### src/rtl/tomasulo_pkg.sv
// Shared definitions for the Tomasulo-style reservation stations.
//   DATA_W / TAG_W / FUNC_W : default operand, ROB-tag and opcode widths
//   FUNC_ADD / FUNC_SUB     : add/sub functional-unit opcodes
//   rs_opnd_t / rs_entry_t  : architectural view of one station entry
//   first_set()             : index of the lowest set bit of a readiness mask
package tomasulo_pkg;

  localparam int DATA_W    = 16;
  localparam int TAG_W     = 3;
  localparam int FUNC_W    = 4;
  localparam int MAX_DEPTH = 8;

  localparam logic [FUNC_W-1:0] FUNC_ADD = 4'b0000;
  localparam logic [FUNC_W-1:0] FUNC_SUB = 4'b0001;

  typedef struct packed {
    logic              busy;
    logic [TAG_W-1:0]  tag;
    logic [DATA_W-1:0] value;
  } rs_opnd_t;

  typedef struct packed {
    logic              valid;
    logic [FUNC_W-1:0] func;
    logic [TAG_W-1:0]  rob;
    rs_opnd_t          q1;
    rs_opnd_t          q2;
  } rs_entry_t;

  // Lowest set bit wins, so entry 0 (oldest) has priority.
  function automatic logic [2:0] first_set(input logic [MAX_DEPTH-1:0] mask);
    logic [2:0] idx;
    idx = '0;
    for (int i = MAX_DEPTH - 1; i >= 0; i--) begin
      if (mask[i]) idx = 3'(i);
    end
    return idx;
  endfunction

endpackage

### src/rtl/rs_operand.sv
// One source-operand cell of a reservation-station entry.
//   clk1, rst         : clock, synchronous active-high reset
//   clear_i           : flush, empties the cell
//   load_i, load_*    : write from the issue stage (value, or tag when busy)
//   shift_i, shift_*  : take the post-wakeup state of the entry above (collapse)
//   cdb_*             : result broadcast used for wakeup and issue bypass
//   busy_o, value_o   : registered state used for select/dispatch
//   nxt_*_o           : this cell after this cycle's wakeup, fed to the entry below
module rs_operand #(
  parameter int DATA_W = 16,
  parameter int TAG_W  = 3
) (
  input  logic              clk1,
  input  logic              rst,
  input  logic              clear_i,
  input  logic              load_i,
  input  logic              load_busy_i,
  input  logic [DATA_W-1:0] load_v_i,
  input  logic              shift_i,
  input  logic              shift_busy_i,
  input  logic [TAG_W-1:0]  shift_tag_i,
  input  logic [DATA_W-1:0] shift_value_i,
  input  logic              cdb_valid_i,
  input  logic [TAG_W-1:0]  cdb_tag_i,
  input  logic [DATA_W-1:0] cdb_data_i,
  output logic              busy_o,
  output logic [DATA_W-1:0] value_o,
  output logic              nxt_busy_o,
  output logic [TAG_W-1:0]  nxt_tag_o,
  output logic [DATA_W-1:0] nxt_value_o
);

  logic              busy_q, busy_d;
  logic [TAG_W-1:0]  tag_q, tag_d;
  logic [DATA_W-1:0] value_q, value_d;
  logic [TAG_W-1:0]  ld_tag;
  logic              ld_hit;

  assign ld_tag = load_v_i[TAG_W-1:0];
  assign ld_hit = cdb_valid_i && (cdb_tag_i == ld_tag);

  always_comb begin
    nxt_busy_o  = busy_q;
    nxt_tag_o   = tag_q;
    nxt_value_o = value_q;
    if (cdb_valid_i && busy_q && (tag_q == cdb_tag_i)) begin
      nxt_busy_o  = 1'b0;
      nxt_value_o = cdb_data_i;
    end
  end

  always_comb begin
    busy_d  = nxt_busy_o;
    tag_d   = nxt_tag_o;
    value_d = nxt_value_o;
    if (load_i) begin
      if (load_busy_i && !ld_hit) begin
        busy_d  = 1'b1;
        tag_d   = ld_tag;
        value_d = '0;
      end else if (load_busy_i) begin
        // result arrives on the CDB in the same cycle the operand is issued
        busy_d  = 1'b0;
        tag_d   = ld_tag;
        value_d = cdb_data_i;
      end else begin
        busy_d  = 1'b0;
        tag_d   = '0;
        value_d = load_v_i;
      end
    end else if (shift_i) begin
      busy_d  = shift_busy_i;
      tag_d   = shift_tag_i;
      value_d = shift_value_i;
    end
  end

  always_ff @(posedge clk1) begin
    if (rst || clear_i) begin
      busy_q  <= 1'b0;
      tag_q   <= '0;
      value_q <= '0;
    end else begin
      busy_q  <= busy_d;
      tag_q   <= tag_d;
      value_q <= value_d;
    end
  end

  assign busy_o  = busy_q;
  assign value_o = value_q;

endmodule

### src/rtl/rs_alu_station.sv
// Reservation station for the add/sub unit: collapsing age-ordered queue
// with CDB wakeup and a sticky oldest-ready select toward the ALU.
//   clk1, rst, flush : clock, synchronous reset, mispredict flush
//   iss_*            : instruction from the issue stage, iss_ready back
//   cdb_*            : result broadcast
//   ex_*             : dispatch handshake toward the ALU
//   count            : occupied entries, used by issue for hazard checks
module rs_alu_station #(
  parameter int  DEPTH  = 3,
  parameter int  DATA_W = tomasulo_pkg::DATA_W,
  parameter int  TAG_W  = tomasulo_pkg::TAG_W,
  parameter int  FUNC_W = tomasulo_pkg::FUNC_W,
  localparam int CNT_W  = $clog2(DEPTH + 1)
) (
  input  logic              clk1,
  input  logic              rst,
  input  logic              flush,
  input  logic              iss_valid,
  output logic              iss_ready,
  input  logic [FUNC_W-1:0] iss_func,
  input  logic [TAG_W-1:0]  iss_rob,
  input  logic              iss_q1_busy,
  input  logic              iss_q2_busy,
  input  logic [DATA_W-1:0] iss_v1,
  input  logic [DATA_W-1:0] iss_v2,
  input  logic              cdb_valid,
  input  logic [TAG_W-1:0]  cdb_tag,
  input  logic [DATA_W-1:0] cdb_data,
  output logic              ex_valid,
  input  logic              ex_ready,
  output logic [FUNC_W-1:0] ex_func,
  output logic [DATA_W-1:0] ex_a,
  output logic [DATA_W-1:0] ex_b,
  output logic [TAG_W-1:0]  ex_rob,
  output logic [CNT_W-1:0]  count
);
  import tomasulo_pkg::*;

  localparam int IDX_W = $clog2(DEPTH);

  logic [DEPTH-1:0]  valid_q, valid_d;
  logic [FUNC_W-1:0] func_q [DEPTH];
  logic [FUNC_W-1:0] func_d [DEPTH];
  logic [TAG_W-1:0]  rob_q  [DEPTH];
  logic [TAG_W-1:0]  rob_d  [DEPTH];
  logic [CNT_W-1:0]  count_q, count_d;
  logic              pres_q, pres_d;
  logic [IDX_W-1:0]  pres_idx_q, pres_idx_d;

  // Operand cell state; the extra top element is the empty slot above the queue.
  logic              q1_busy [DEPTH];
  logic              q2_busy [DEPTH];
  logic [DATA_W-1:0] q1_val  [DEPTH];
  logic [DATA_W-1:0] q2_val  [DEPTH];
  logic              q1_nbusy[DEPTH+1];
  logic              q2_nbusy[DEPTH+1];
  logic [TAG_W-1:0]  q1_ntag [DEPTH+1];
  logic [TAG_W-1:0]  q2_ntag [DEPTH+1];
  logic [DATA_W-1:0] q1_nval [DEPTH+1];
  logic [DATA_W-1:0] q2_nval [DEPTH+1];

  logic [DEPTH:0]         valid_up;
  logic [FUNC_W-1:0]      func_up[DEPTH+1];
  logic [TAG_W-1:0]       rob_up [DEPTH+1];
  logic [MAX_DEPTH-1:0]   rdy_pad;
  logic                   any_rdy;
  logic [IDX_W-1:0]       sel_idx;
  logic                   dispatch, alloc;
  logic [CNT_W-1:0]       alloc_idx;
  logic [DEPTH-1:0]       ld_en, sh_en;

  assign q1_nbusy[DEPTH] = 1'b0;
  assign q2_nbusy[DEPTH] = 1'b0;
  assign q1_ntag[DEPTH]  = '0;
  assign q2_ntag[DEPTH]  = '0;
  assign q1_nval[DEPTH]  = '0;
  assign q2_nval[DEPTH]  = '0;

  for (genvar g = 0; g < DEPTH; g++) begin : g_ent
    rs_operand #(.DATA_W(DATA_W), .TAG_W(TAG_W)) u_q1 (
      .clk1         (clk1),
      .rst          (rst),
      .clear_i      (flush),
      .load_i       (ld_en[g]),
      .load_busy_i  (iss_q1_busy),
      .load_v_i     (iss_v1),
      .shift_i      (sh_en[g]),
      .shift_busy_i (q1_nbusy[g+1]),
      .shift_tag_i  (q1_ntag[g+1]),
      .shift_value_i(q1_nval[g+1]),
      .cdb_valid_i  (cdb_valid),
      .cdb_tag_i    (cdb_tag),
      .cdb_data_i   (cdb_data),
      .busy_o       (q1_busy[g]),
      .value_o      (q1_val[g]),
      .nxt_busy_o   (q1_nbusy[g]),
      .nxt_tag_o    (q1_ntag[g]),
      .nxt_value_o  (q1_nval[g])
    );
    rs_operand #(.DATA_W(DATA_W), .TAG_W(TAG_W)) u_q2 (
      .clk1         (clk1),
      .rst          (rst),
      .clear_i      (flush),
      .load_i       (ld_en[g]),
      .load_busy_i  (iss_q2_busy),
      .load_v_i     (iss_v2),
      .shift_i      (sh_en[g]),
      .shift_busy_i (q2_nbusy[g+1]),
      .shift_tag_i  (q2_ntag[g+1]),
      .shift_value_i(q2_nval[g+1]),
      .cdb_valid_i  (cdb_valid),
      .cdb_tag_i    (cdb_tag),
      .cdb_data_i   (cdb_data),
      .busy_o       (q2_busy[g]),
      .value_o      (q2_val[g]),
      .nxt_busy_o   (q2_nbusy[g]),
      .nxt_tag_o    (q2_ntag[g]),
      .nxt_value_o  (q2_nval[g])
    );
  end

  // Select: a presented-but-stalled entry keeps the slot until it leaves,
  // otherwise the oldest entry with both operands available.
  always_comb begin
    rdy_pad = '0;
    for (int i = 0; i < DEPTH; i++) begin
      rdy_pad[i] = valid_q[i] & ~q1_busy[i] & ~q2_busy[i];
    end
  end

  assign any_rdy   = |rdy_pad;
  assign sel_idx   = pres_q ? pres_idx_q : IDX_W'(first_set(rdy_pad));
  assign ex_valid  = pres_q | any_rdy;
  assign iss_ready = (count_q < CNT_W'(DEPTH));
  assign count     = count_q;

  always_comb begin
    ex_func = '0;
    ex_a    = '0;
    ex_b    = '0;
    ex_rob  = '0;
    if (ex_valid) begin
      ex_func = func_q[sel_idx];
      ex_a    = q1_val[sel_idx];
      ex_b    = q2_val[sel_idx];
      ex_rob  = rob_q[sel_idx];
    end
  end

  always_comb begin
    valid_up = {1'b0, valid_q};
    for (int i = 0; i < DEPTH; i++) begin
      func_up[i] = func_q[i];
      rob_up[i]  = rob_q[i];
    end
    func_up[DEPTH] = '0;
    rob_up[DEPTH]  = '0;
  end

  always_comb begin
    dispatch  = ex_valid & ex_ready;
    alloc     = iss_valid & iss_ready;
    // a same-cycle dispatch collapses the queue, so the free slot moves down
    alloc_idx = dispatch ? (count_q - CNT_W'(1)) : count_q;
    for (int i = 0; i < DEPTH; i++) begin
      ld_en[i]   = alloc && (alloc_idx == CNT_W'(i));
      sh_en[i]   = dispatch && (i >= int'(sel_idx));
      valid_d[i] = valid_q[i];
      func_d[i]  = func_q[i];
      rob_d[i]   = rob_q[i];
      if (ld_en[i]) begin
        valid_d[i] = 1'b1;
        func_d[i]  = iss_func;
        rob_d[i]   = iss_rob;
      end else if (sh_en[i]) begin
        valid_d[i] = valid_up[i+1];
        func_d[i]  = func_up[i+1];
        rob_d[i]   = rob_up[i+1];
      end
    end

    count_d = count_q;
    if (alloc && !dispatch)      count_d = count_q + CNT_W'(1);
    else if (!alloc && dispatch) count_d = count_q - CNT_W'(1);

    pres_d     = ex_valid && !ex_ready;
    pres_idx_d = sel_idx;
  end

  always_ff @(posedge clk1) begin
    if (rst || flush) begin
      valid_q    <= '0;
      count_q    <= '0;
      pres_q     <= 1'b0;
      pres_idx_q <= '0;
      for (int i = 0; i < DEPTH; i++) begin
        func_q[i] <= '0;
        rob_q[i]  <= '0;
      end
    end else begin
      valid_q    <= valid_d;
      count_q    <= count_d;
      pres_q     <= pres_d;
      pres_idx_q <= pres_idx_d;
      for (int i = 0; i < DEPTH; i++) begin
        func_q[i] <= func_d[i];
        rob_q[i]  <= rob_d[i];
      end
    end
  end

endmodule
### config.mk
export PLATFORM = sky130hd
export DESIGN_NAME = rs_alu_station
export DESIGN_NICKNAME = d
export VERILOG_FILES = /design/src/rtl/tomasulo_pkg.sv /design/src/rtl/rs_operand.sv /design/src/rtl/rs_alu_station.sv
export SDC_FILE = /design/constraint.sdc
export NUM_CORES = 1
export LEC_CHECK = 0
export ABC_CLOCK_PERIOD_IN_PS = 4200
export CAP_MARGIN = 20
export CORE_ASPECT_RATIO = 0.75
export CORE_MARGIN = 5
export CORE_UTILIZATION = 30
export CTS_CLUSTER_SIZE = 28
export DETAILED_ROUTE_END_ITERATION = 12
export GPL_ROUTABILITY_DRIVEN = 0
export GPL_TIMING_DRIVEN = 0
export PLACE_DENSITY_LB_ADDON = 0.25
export SETUP_SLACK_MARGIN = 0.1
export SYNTH_ARGS = -nofsm -noshare
export SYNTH_HDL_FRONTEND = slang
export SYNTH_SLANG_ARGS = --single-unit
export TNS_END_PERCENT = 5
### constraint.sdc
create_clock -name clk1 -period 4.2 [get_ports clk1]
set_clock_uncertainty 0.2 [all_clocks]
set_input_delay 0.42 -clock clk1 [delete_from_list [all_inputs] [get_ports clk1]]
set_output_delay 0.42 -clock clk1 [all_outputs]
set_load 0.005 [all_outputs]
==> run_summary.xml, run 1 <==
<?xml version="1.0" encoding="UTF-8"?>
<metrics>
  <group name="status">
    <metric name="status" unit="">finished, final reports clean</metric>
  </group>
  <group name="yosys">
    <metric name="post_synth_num_cell_types" unit="">55</metric>
    <metric name="synth_warnings" unit="">0</metric>
    <metric name="synth-edff-count" unit="">21</metric>
    <metric name="synth_top_flop_cell" unit="">dfxtp_1</metric>
    <metric name="yosysSeqAreaShare" unit="">0.352</metric>
    <metric name="synth_top_area_frac" unit="">0.283</metric>
    <metric name="netlist_instances" unit="">1065</metric>
    <metric name="cell_taking_the_most_area_after_synthesis" unit="">dfxtp_1</metric>
    <metric name="syn_nets" unit="">1132</metric>
    <metric name="postSynth.asyncResetShare" unit="">0</metric>
    <metric name="synth.ff_latch_count" unit="">149</metric>
    <metric name="combined_area_of_all_synthesized_cells" unit="um2">9060</metric>
    <metric name="syn_avg_cell_area" unit="um2">8.51</metric>
    <metric name="synth_top_cells_by_area" unit="">dfxtp_1 (28%), edfxtp_1 (7.0%), a211oi_1 (6.7%), a22oi_1 (5.2%), mux2i_1 (4.6%)</metric>
  </group>
  <group name="clock_network">
    <metric name="clock_latency" unit="ns">0.44</metric>
    <metric name="numCtsBuffers" unit="">17</metric>
    <metric name="cts.path.max_buffers" unit="">2</metric>
    <metric name="cts.clk_slew.worst_paths" unit="ns">0.07</metric>
    <metric name="cts_sinks" unit="">149</metric>
    <metric name="cts_tree" unit="">done</metric>
    <metric name="number_of_levels_in_the_clock_h_tree" unit="">4</metric>
    <metric name="clock-root-buffer" unit="">clkbuf_16</metric>
  </group>
  <group name="critical_path">
    <metric name="largest_fanout_on_the_critical_path" unit="">10</metric>
    <metric name="critical_path.reg2reg.endpoint" unit="">rob_q[1][2]</metric>
    <metric name="critical_path_end_type" unit="">output port</metric>
    <metric name="cp.required" unit="ns">3.58</metric>
    <metric name="start_kind" unit="">flop</metric>
    <metric name="setup.reg_to_reg.worst_slack" unit="ns">0.57</metric>
    <metric name="crit_arrival" unit="ns">3.42</metric>
    <metric name="path_class" unit="">reg -&gt; out</metric>
    <metric name="largest_stage_delay_on_the_critical_path" unit="ns">0.64</metric>
    <metric name="reg2reg_depth" unit="">7</metric>
    <metric name="reg2reg_from" unit="">g_ent[2].u_q1.busy_o</metric>
    <metric name="worstPathCellList" unit="">nor3b_4 &gt; o41ai_2 &gt; clkbuf_1 &gt; mux2_2 &gt; a22oi_1 &gt; nor2_1 &gt; clkdlybuf4s50_1</metric>
    <metric name="critPathSlowestCell" unit="">clkbuf_1</metric>
  </group>
  <group name="sta">
    <metric name="final.min_clock_period" unit="ns">4.04</metric>
    <metric name="setup_total_negative_slack" unit="ns">0</metric>
    <metric name="rsz_0062_raised_after_global_routing" unit="">yes</metric>
    <metric name="slew_at_the_pin_with_the_worst_max_slew_slack" unit="ns">1.05</metric>
    <metric name="maxSlewHeadroom" unit="">0.298</metric>
    <metric name="timing_max_transition_violations_final" unit="">0</metric>
    <metric name="finalHoldViolCount" unit="">0</metric>
    <metric name="holdWs" unit="ns">0.254</metric>
    <metric name="layout_worst_path_cycle_share" unit="">0.961</metric>
    <metric name="setup_viol" unit="">0</metric>
    <metric name="maximum_frequency_from_static_timing_analysis" unit="MHz">248</metric>
  </group>
  <group name="layout">
    <metric name="layout_commonest_cell" unit="">dfxtp_1</metric>
    <metric name="area.growth.synth_to_final" unit="%">23.7</metric>
    <metric name="antenna_cells_inserted" unit="">0</metric>
    <metric name="drive_gt1_frac" unit="">0.106</metric>
    <metric name="layout.core_utilization" unit="">0.373</metric>
    <metric name="final_cell_mix" unit="">dfxtp_1 (128), clkdlybuf4s50_1 (104), a211oi_1 (81), clkbuf_1 (77), a22oi_1 (63)</metric>
    <metric name="area_of_all_sequential_standard_cells" unit="um2">3190</metric>
    <metric name="finish.cell_count_without_fillers" unit="">1600</metric>
    <metric name="final_net_count" unit="">1256</metric>
    <metric name="area_of_the_multi_input_gates" unit="um2">5130</metric>
    <metric name="fillerInstances" unit="">3159</metric>
  </group>
  <group name="worst_hold_path">
    <metric name="hold_path.startpoint" unit="">g_ent[0].u_q2.value_o[12]</metric>
    <metric name="timing.hold.worst_endpoint" unit="">g_ent[0].u_q2.value_o[12]</metric>
    <metric name="worstHoldPathCells" unit="">2</metric>
    <metric name="hold_path.class" unit="">reg -&gt; reg</metric>
  </group>
  <group name="power_and_ir_drop">
    <metric name="pwr_density_cell" unit="nW/um2">342</metric>
    <metric name="fin_total_pwr" unit="uW">3840</metric>
    <metric name="static-leakage-power" unit="uW">0.00365</metric>
    <metric name="max-vdd-ir-drop" unit="mV">0.225</metric>
  </group>
  <group name="routing">
    <metric name="drc" unit="">0</metric>
    <metric name="drt_first_pass_iters" unit="">8</metric>
    <metric name="route.vias.total" unit="">9407</metric>
    <metric name="routed_wire_length_per_instance" unit="um">23.9</metric>
    <metric name="drtAntennaViolNets" unit="">0</metric>
    <metric name="viasPerCell" unit="">5.88</metric>
    <metric name="iteration_0_drc_markers" unit="">1084</metric>
    <metric name="routed_wirelength" unit="um">38300</metric>
  </group>
  <group name="floorplan">
    <metric name="die-area" unit="um2">33800</metric>
    <metric name="initial_cell_density_of_the_core" unit="">0.302</metric>
    <metric name="rows" unit="">55</metric>
    <metric name="fp.dieW" unit="um">211</metric>
    <metric name="core-area" unit="um2">30000</metric>
    <metric name="i_o_pins" unit="">109</metric>
    <metric name="die_height" unit="um">160</metric>
  </group>
  <group name="run">
    <metric name="max_capacitance_violation_total" unit="">0</metric>
  </group>
  <group name="place">
    <metric name="port_buffers" unit="">104</metric>
    <metric name="dp_hpwl" unit="um">27600</metric>
    <metric name="post-place-cells" unit="">1569</metric>
  </group>
  <group name="global_route">
    <metric name="grt-ovfl-total" unit="">0</metric>
    <metric name="first_pass_grt_wire_length" unit="um">57500</metric>
    <metric name="grt_pass1_vias" unit="">9297</metric>
    <metric name="number_of_antenna_violations_at_the_first_check_in_global_routing" unit="">1</metric>
    <metric name="grt_util_all_layers" unit="">0.219</metric>
    <metric name="grt_start_max_net_pins" unit="">17</metric>
  </group>
</metrics>
[how the worst max path moves through the flow]
stage	startpoint	end	slack, ns	cells after the start
after floorplan	count[0]	func_q[0][0]	1.60	8
after global placement	ex_ready	rob_q[1][2]	0.39	7
after detailed placement	ex_ready	func_q[1][0]	0.49	7
after CTS	g_ent[0].u_q2.busy_o	ex_a[0]	0.14	7
after global routing	pres_q	ex_a[2]	0.05	7
final	g_ent[0].u_q2.busy_o	ex_a[2]	0.16	7
[kinds of logic (layout without fill, tap and decap cells)]
family / Yosys count / count (layout) / share of synthesized area
compound gates: 372 / 372 / 0.296
simple gates: 264 / 264 / 0.152
buf+inv: 175 / 311 / 0.0816
flops: 149 / 149 / 0.352
mux: 78 / 78 / 0.0914
xor+xnor: 26 / 26 / 0.0251
fa+ha+maj: 1 / 1 / 0.00138
[what timing repair did]
action,CTS,global route
gates cloned,0,0
gates resized for setup,2,2
setup buffers,0,0
endpoints found under the hold margin,0,0
setup endpoints to repair,9,18
hold buffers,0,0
[power breakdown]
part | total (uW) | switching, uW | leakage [uW] | internal [uW]
clock network | 1610 | 658 | 0.000295 | 954
logic | 687 | 436 | 0.00208 | 251
registers | 1540 | 34.6 | 0.00127 | 1500
total | 3840 | 1130 | 0.00365 | 2710
[final cells by class]
cell class | instances | area share
Buffer | 123 | 0.0489
Inverter | 52 | 0.0174
Clock buffer | 24 | 0.0449
Multi-Input combinational cell | 741 | 0.457
Timing Repair Buffer | 105 | 0.0933
Sequential cell | 149 | 0.285
Clock inverter | 7 | 0.00849
Tap cell | 399 | 0.0446
[cell usage after synthesis, drive strengths merged, types with 33 or more instances]
| cell type | n |
|---|---|
| mux2 | 35 |
| a21oi | 61 |
| a22oi | 63 |
| nor2 | 62 |
| and3 | 42 |
| clkbuf | 79 |
| mux2i | 43 |
| nand2 | 53 |
| dfxtp | 128 |
| a211oi | 81 |
| buf | 44 |
| inv | 52 |
| nor2b | 33 |
| o32ai | 34 |
| o22ai | 38 |
[critical path, delay by kind of cell (launching register included)]
family | cells | cell delay (ns)
AO/OA/AOI/OAI | 2 | 0.83
buffers and inverters | 2 | 1.12
multiplexers | 1 | 0.41
flip-flops | 1 | 0.43
AND/OR/NAND/NOR | 2 | 0.17
[flip-flops by register name (all words and copies together), names as in the netlist, 2 cells and up]
| name | flops |
|---|---|
| g_ent.u_q1.value_o | 48 |
| g_ent.u_q2.value_o | 48 |
| func_q | 12 |
| g_ent.u_q1.nxt_tag_o | 9 |
| g_ent.u_q2.nxt_tag_o | 9 |
| rob_q | 9 |
| g_ent.u_q1.busy_o | 3 |
| g_ent.u_q2.busy_o | 3 |
| valid_q | 3 |
| count | 2 |
| pres_idx_q | 2 |
[per-layer routing]
metal / global-route usage / vias to the layer above / wire [um]
li1: - / 4298 / -
met1: 0.324 / 4520 / 17800
met2: 0.307 / 512 / 15700
met3: 0.0586 / 77 / 3870
met4: 0.0728 / 0 / 908
met5: 0 / - / 0
[per-stage QoR]
step                      cell area [um2]  setup WS [ns]
after CTS                           11200          0.139
after global routing                11200         0.0529
after detailed placement            10600          0.491
after global placement              10600          0.392
final                               11200          0.163
after floorplan                      9060           1.60
Note: power is estimated with default switching activity, not from simulation.
==> run 2, diff against run 1 <==
==> constraint.sdc (replaced) <==
create_clock -name clk1 -period 4.2 [get_ports clk1]
set_clock_uncertainty 0.2 [all_clocks]
set_input_delay 0.42 -clock clk1 [delete_from_list [all_inputs] [get_ports clk1]]
set_output_delay 0.42 -clock clk1 [all_outputs]
set_load 0.1 [all_outputs]
==> run_summary.xml, run 2 (synthesis results as in run 1) <==
<?xml version="1.0" encoding="UTF-8"?>
<metrics>
  <group name="place">
    <metric name="port_buffers" unit="">104</metric>
    <metric name="post_place_cell_area" unit="um2">10600</metric>
    <metric name="preCtsSetupSlack" unit="ns">-0.146</metric>
    <metric name="dp_hpwl" unit="um">27500</metric>
  </group>
  <group name="routing">
    <metric name="routed_wirelength" unit="um">38500</metric>
    <metric name="viasPerCell" unit="">5.92</metric>
    <metric name="drtAntennaViolNets" unit="">0</metric>
    <metric name="routed_wire_length_per_instance" unit="um">24.1</metric>
    <metric name="route.vias.total" unit="">9486</metric>
    <metric name="iteration_0_drc_markers" unit="">1283</metric>
    <metric name="drc" unit="">0</metric>
    <metric name="drt_first_pass_iters" unit="">6</metric>
  </group>
  <group name="layout">
    <metric name="final_net_count" unit="">1257</metric>
    <metric name="layout_commonest_cell" unit="">dfxtp_1</metric>
    <metric name="fillerInstances" unit="">3160</metric>
    <metric name="drive_gt1_frac" unit="">0.138</metric>
    <metric name="antenna_cells_inserted" unit="">0</metric>
    <metric name="post_route_cell_area" unit="um2">11200</metric>
    <metric name="final_cell_mix" unit="">dfxtp_1 (128), a211oi_1 (80), clkbuf_1 (75), clkdlybuf4s50_1 (64), a22oi_1 (63)</metric>
    <metric name="area.growth.synth_to_final" unit="%">24.2</metric>
    <metric name="layout.core_utilization" unit="">0.375</metric>
  </group>
  <group name="critical_path">
    <metric name="path_class" unit="">reg -&gt; out</metric>
    <metric name="crit_arrival" unit="ns">3.48</metric>
    <metric name="critical_path.most_common_cell" unit="">clkbuf_1</metric>
    <metric name="start_kind" unit="">flop</metric>
    <metric name="largest_stage_delay_on_the_critical_path" unit="ns">0.58</metric>
    <metric name="path_buf_inv" unit="">3</metric>
    <metric name="cp_top_family" unit="">buffers and inverters</metric>
    <metric name="cp.required" unit="ns">3.58</metric>
    <metric name="critPathSlowestCell" unit="">clkdlybuf4s15_2</metric>
    <metric name="worstPathCellList" unit="">nor3b_4 &gt; o41a_1 &gt; clkbuf_1 &gt; clkbuf_1 &gt; a22oi_1 &gt; nor2_1 &gt; clkdlybuf4s15_2</metric>
    <metric name="critical_path_end_type" unit="">output port</metric>
    <metric name="largest_fanout_on_the_critical_path" unit="">10</metric>
  </group>
  <group name="floorplan">
    <metric name="die-area" unit="um2">33800</metric>
    <metric name="initial_cell_density_of_the_core" unit="">0.302</metric>
    <metric name="die_height" unit="um">160</metric>
    <metric name="fp.dieW" unit="um">211</metric>
    <metric name="rows" unit="">55</metric>
    <metric name="core-area" unit="um2">30000</metric>
    <metric name="i_o_pins" unit="">109</metric>
  </group>
  <group name="sta">
    <metric name="slew_at_the_pin_with_the_worst_max_slew_slack" unit="ns">0.994</metric>
    <metric name="final.min_clock_period" unit="ns">4.10</metric>
    <metric name="finalHoldViolCount" unit="">0</metric>
    <metric name="maximum_frequency_from_static_timing_analysis" unit="MHz">244</metric>
    <metric name="rsz_0062_raised_after_global_routing" unit="">yes</metric>
    <metric name="setup_total_negative_slack" unit="ns">0</metric>
    <metric name="maxSlewHeadroom" unit="">0.336</metric>
    <metric name="timing_max_transition_violations_final" unit="">0</metric>
    <metric name="layout_worst_path_cycle_share" unit="">0.976</metric>
    <metric name="least_setup_slack_across_all_paths_after_layout" unit="ns">0.0992</metric>
    <metric name="setup_viol" unit="">0</metric>
  </group>
  <group name="clock_network">
    <metric name="number_of_levels_in_the_clock_h_tree" unit="">4</metric>
    <metric name="post-cts-setup-buffers" unit="">0</metric>
    <metric name="cts_resized" unit="">107</metric>
    <metric name="cts_sinks" unit="">149</metric>
    <metric name="postCtsHoldBufs" unit="">0</metric>
    <metric name="clock-root-buffer" unit="">clkbuf_16</metric>
    <metric name="numCtsBuffers" unit="">17</metric>
    <metric name="clock_latency" unit="ns">0.44</metric>
    <metric name="cts_tree" unit="">done</metric>
    <metric name="cts.clk_slew.worst_paths" unit="ns">0.07</metric>
    <metric name="cts.path.max_buffers" unit="">2</metric>
  </group>
  <group name="global_route">
    <metric name="first_pass_grt_wire_length" unit="um">57300</metric>
    <metric name="grt-ovfl-total" unit="">0</metric>
    <metric name="gr-usage-met3" unit="">0.0596</metric>
    <metric name="grt_pass1_vias" unit="">9296</metric>
    <metric name="global_route_layer_with_the_greatest_usage" unit="">met1</metric>
    <metric name="grt_util_all_layers" unit="">0.218</metric>
    <metric name="groute.layer.met1.usage" unit="">0.320</metric>
    <metric name="number_of_antenna_violations_at_the_first_check_in_global_routing" unit="">0</metric>
    <metric name="grt_start_max_net_pins" unit="">17</metric>
    <metric name="gr-usage-met2" unit="">0.310</metric>
  </group>
  <group name="power_and_ir_drop">
    <metric name="static-leakage-power" unit="uW">0.00370</metric>
    <metric name="pwr_density_cell" unit="nW/um2">350</metric>
    <metric name="max-vdd-ir-drop" unit="mV">0.242</metric>
  </group>
  <group name="status">
    <metric name="status" unit="">finished, final reports clean</metric>
  </group>
  <group name="worst_hold_path">
    <metric name="hold_path.class" unit="">reg -&gt; reg</metric>
  </group>
  <group name="run">
    <metric name="max_capacitance_violation_total" unit="">0</metric>
  </group>
</metrics>
[run 2: cell types whose count changed in the layout (fill, tap and decap cells not counted), sizes merged, moves of 3 or more]
cell           before  now
clkbuf            103   99
clkdlybuf4s50     104   64
clkdlybuf4s15       0   29
clkdlybuf4s18       0    3
inv                52   56
dlygate4sd2         0    4
[run 2: metrics by stage]
| step | power (uW) | hold slack (ns) | instances |
|---|---|---|---|
| CTS | 3930 | 0.256 | 1601 |
| global placement | 2300 | 0.245 | 1568 |
| detailed placement | 2300 | 0.244 | 1569 |
| global route | 4050 | 0.269 | 1602 |
| finish | 3940 | 0.256 | 1602 |
| floorplan | 2020 | 0.229 | 1065 |
[run 2: power by group]
part | leakage, uW | internal (uW) | total, uW | switching, uW
Sequential | 0.00127 | 1500 | 1540 | 34.8
Combinational | 0.00214 | 249 | 752 | 502
Clock | 0.000288 | 940 | 1650 | 713
[run 2: tightest hold or removal path, delay by kind of cell, from the launching register on]
kind / cells / cell delay [ns]
buf+inv: 1 / 0.04
compound gates: 1 / 0.06
flops: 1 / 0.31
[run 2: path summary, 6_finish.rpt]
path	start	to	cells after the start	slack (ns)
worst max register to register	g_ent[2].u_q1.busy_o	func_q[1][3]	7	0.49
worst min register to register	g_ent[0].u_q1.value_o[8]	g_ent[0].u_q1.value_o[8]	2	0.26
worst min-delay path	g_ent[0].u_q1.value_o[8]	g_ent[0].u_q1.value_o[8]	2	0.26
worst max-delay path	g_ent[0].u_q2.busy_o	ex_a[10]	7	0.1
[run 2: final cells by class]
class                      instances  area, um2  area share
clock inverter                    15        179      0.0159
buffer                           123        549      0.0488
inverter                          52        195      0.0174
timing repair buffer             106       1080      0.0957
clock buffer                      17        425      0.0378
multi-input combinational        741       5130       0.456
sequential                       149       3190       0.284
tap                              399        499      0.0444
[run 2: layer usage]
metal  routed length, um  up-vias
met5                   0        -
met4                 807        0
met3                3900       65
met2               16000      528
met1               17800     4597
li1                    -     4296
==> patch, RTL diff (settings of run 1) <==
`TAG_W` is set to 3 in 2 places; all go to 6.
--- a/src/rtl/tomasulo_pkg.sv
+++ b/src/rtl/tomasulo_pkg.sv
@@ -6,7 +6,7 @@
 package tomasulo_pkg;
 
   localparam int DATA_W    = 16;
-  localparam int TAG_W     = 3;
+  localparam int TAG_W     = 6;
   localparam int FUNC_W    = 4;
   localparam int MAX_DEPTH = 8;
 
--- a/src/rtl/rs_operand.sv
+++ b/src/rtl/rs_operand.sv
@@ -8,7 +8,7 @@
 //   nxt_*_o           : this cell after this cycle's wakeup, fed to the entry below
 module rs_operand #(
   parameter int DATA_W = 16,
-  parameter int TAG_W  = 3
+  parameter int TAG_W  = 6
 ) (
   input  logic              clk1,
   input  logic              rst,
Interface: changed (resized cdb_tag, ex_rob and iss_rob); port bits go from 109 to 118. No check against the original RTL was run, so the function may have changed too.
==> patch against run 1 <==
- final area rose by 8.1%
- routed wire length rose by 2.3%
- via count rose by 1.8%
- synthesized area rose by 10%
- first-iteration DRC count rose by 4.1%
- sequential cell count rose by 27
- power rose by 7.2%
- setup slack improved by 68 ps
- synthesized cell count rose by 3.4%
- register-to-register slack got worse by 170 ps
- combinational power fell by 7.6%
- critical path type unchanged
- largest power group is now registers
==> patch: results (changes against run 1) <==
outcome complete, no violations; Cell variety after synth 64 (+16%); met3 WL 3.80 mm (-1.9%); Overall Power 4.11 mW (+7.2%); Leak 4.40 nW (+21%); post-cts sizing count 5 (+3); first-pass GRT wire length 58.9 mm (+2.4%); ClkCell Share 0.0489 (-0.00450); multi-input gate share of total cell area 0.465 (+0.00772); GRT Overall Usage 0.207 (-0.0125); DRT met1 WL 18.2 mm (+1.9%); met1 usage 0.314 (-0.00995); met2 Track Usage GR 0.292 (-0.0144); post-synth net total 1174 (+3.7%); highest-delay cell along the critical path clkdlybuf4s50_1; non-clk buf share 0.123 (-0.0197); Fill cells 3346 (+5.9%); hpwl dp 27.9 mm (+1.1%); Worst Tran Pin Value 1070 ps (+20.5 ps); Synth Area in Compound Gates 0.245 (-0.0511); Starting DRT DRC Count 1128 (+4.1%); largest net degree at the start of global routing 20 (+3); Switching Fraction 0.284 (-0.00990); Port Buffers 93 (-11%); average wire per standard cell 23.4 µm (-2.1%); Adder-Cell Fraction of Synth Area 0.00125 (-0.000129); Peak VDD IR 0.269 mV (+20%); proportion of synthesized area in mux cells 0.104 (+0.0122); nonclk inv count 5 (-90%); largest cells by area after synthesis dfxtp_1 (29%), edfxtp_1 (9.0%), mux2i_1 (6.4%), nand2_1 (4.5%), mux2_2 (3.9%); placed cell count 1636 (+4.3%); Area Overhead vs Synth 21.2%; DP Worst Slack 241 ps (-250 ps); XOR/XNOR Fraction of Synth Area 0.0430 (+0.0178); top cells by count, synth dfxtp_1 (146), nand2_1 (119), mux2i_1 (64); layout cells sized above 1 0.112 (+0.00672); initial antenna violation count 2 (+1); final net count 1288 (+2.5%); post-synthesis sequential area ratio 0.383 (+0.0303); vias per std cell 5.73 (-2.5%); DP Area 11500 µm² (+8.2%)
==> patch: cell types whose count changed in the layout (fill, tap and decap cells not counted), moves of 18 or more <==
cell | before | now
a211oi_1 | 81 | 12
a222oi_1 | 0 | 20
a22oi_1 | 63 | 37
a32o_1 | 0 | 25
and3_1 | 42 | 6
clkbuf_1 | 77 | 49
dfxtp_1 | 128 | 146
inv_1 | 52 | 4
mux2i_1 | 42 | 64
nand2_1 | 51 | 119
nand2b_1 | 5 | 30
nand3_1 | 29 | 6
o2bb2ai_1 | 0 | 20
o32ai_1 | 34 | 0
==> patch: final timing paths <==
path / startpoint / end / slack (ps) / cells past startpoint
max: g_ent[0].u_q1.busy_o / ex_b[0] / 230 / 9
min: g_ent[0].u_q2.value_o[8] / g_ent[0].u_q2.value_o[8] / 260 / 1
max reg2reg: g_ent[0].u_q1.busy_o / rob_q[1][2] / 400 / 8
min reg2reg: g_ent[0].u_q2.value_o[8] / g_ent[0].u_q2.value_o[8] / 260 / 1
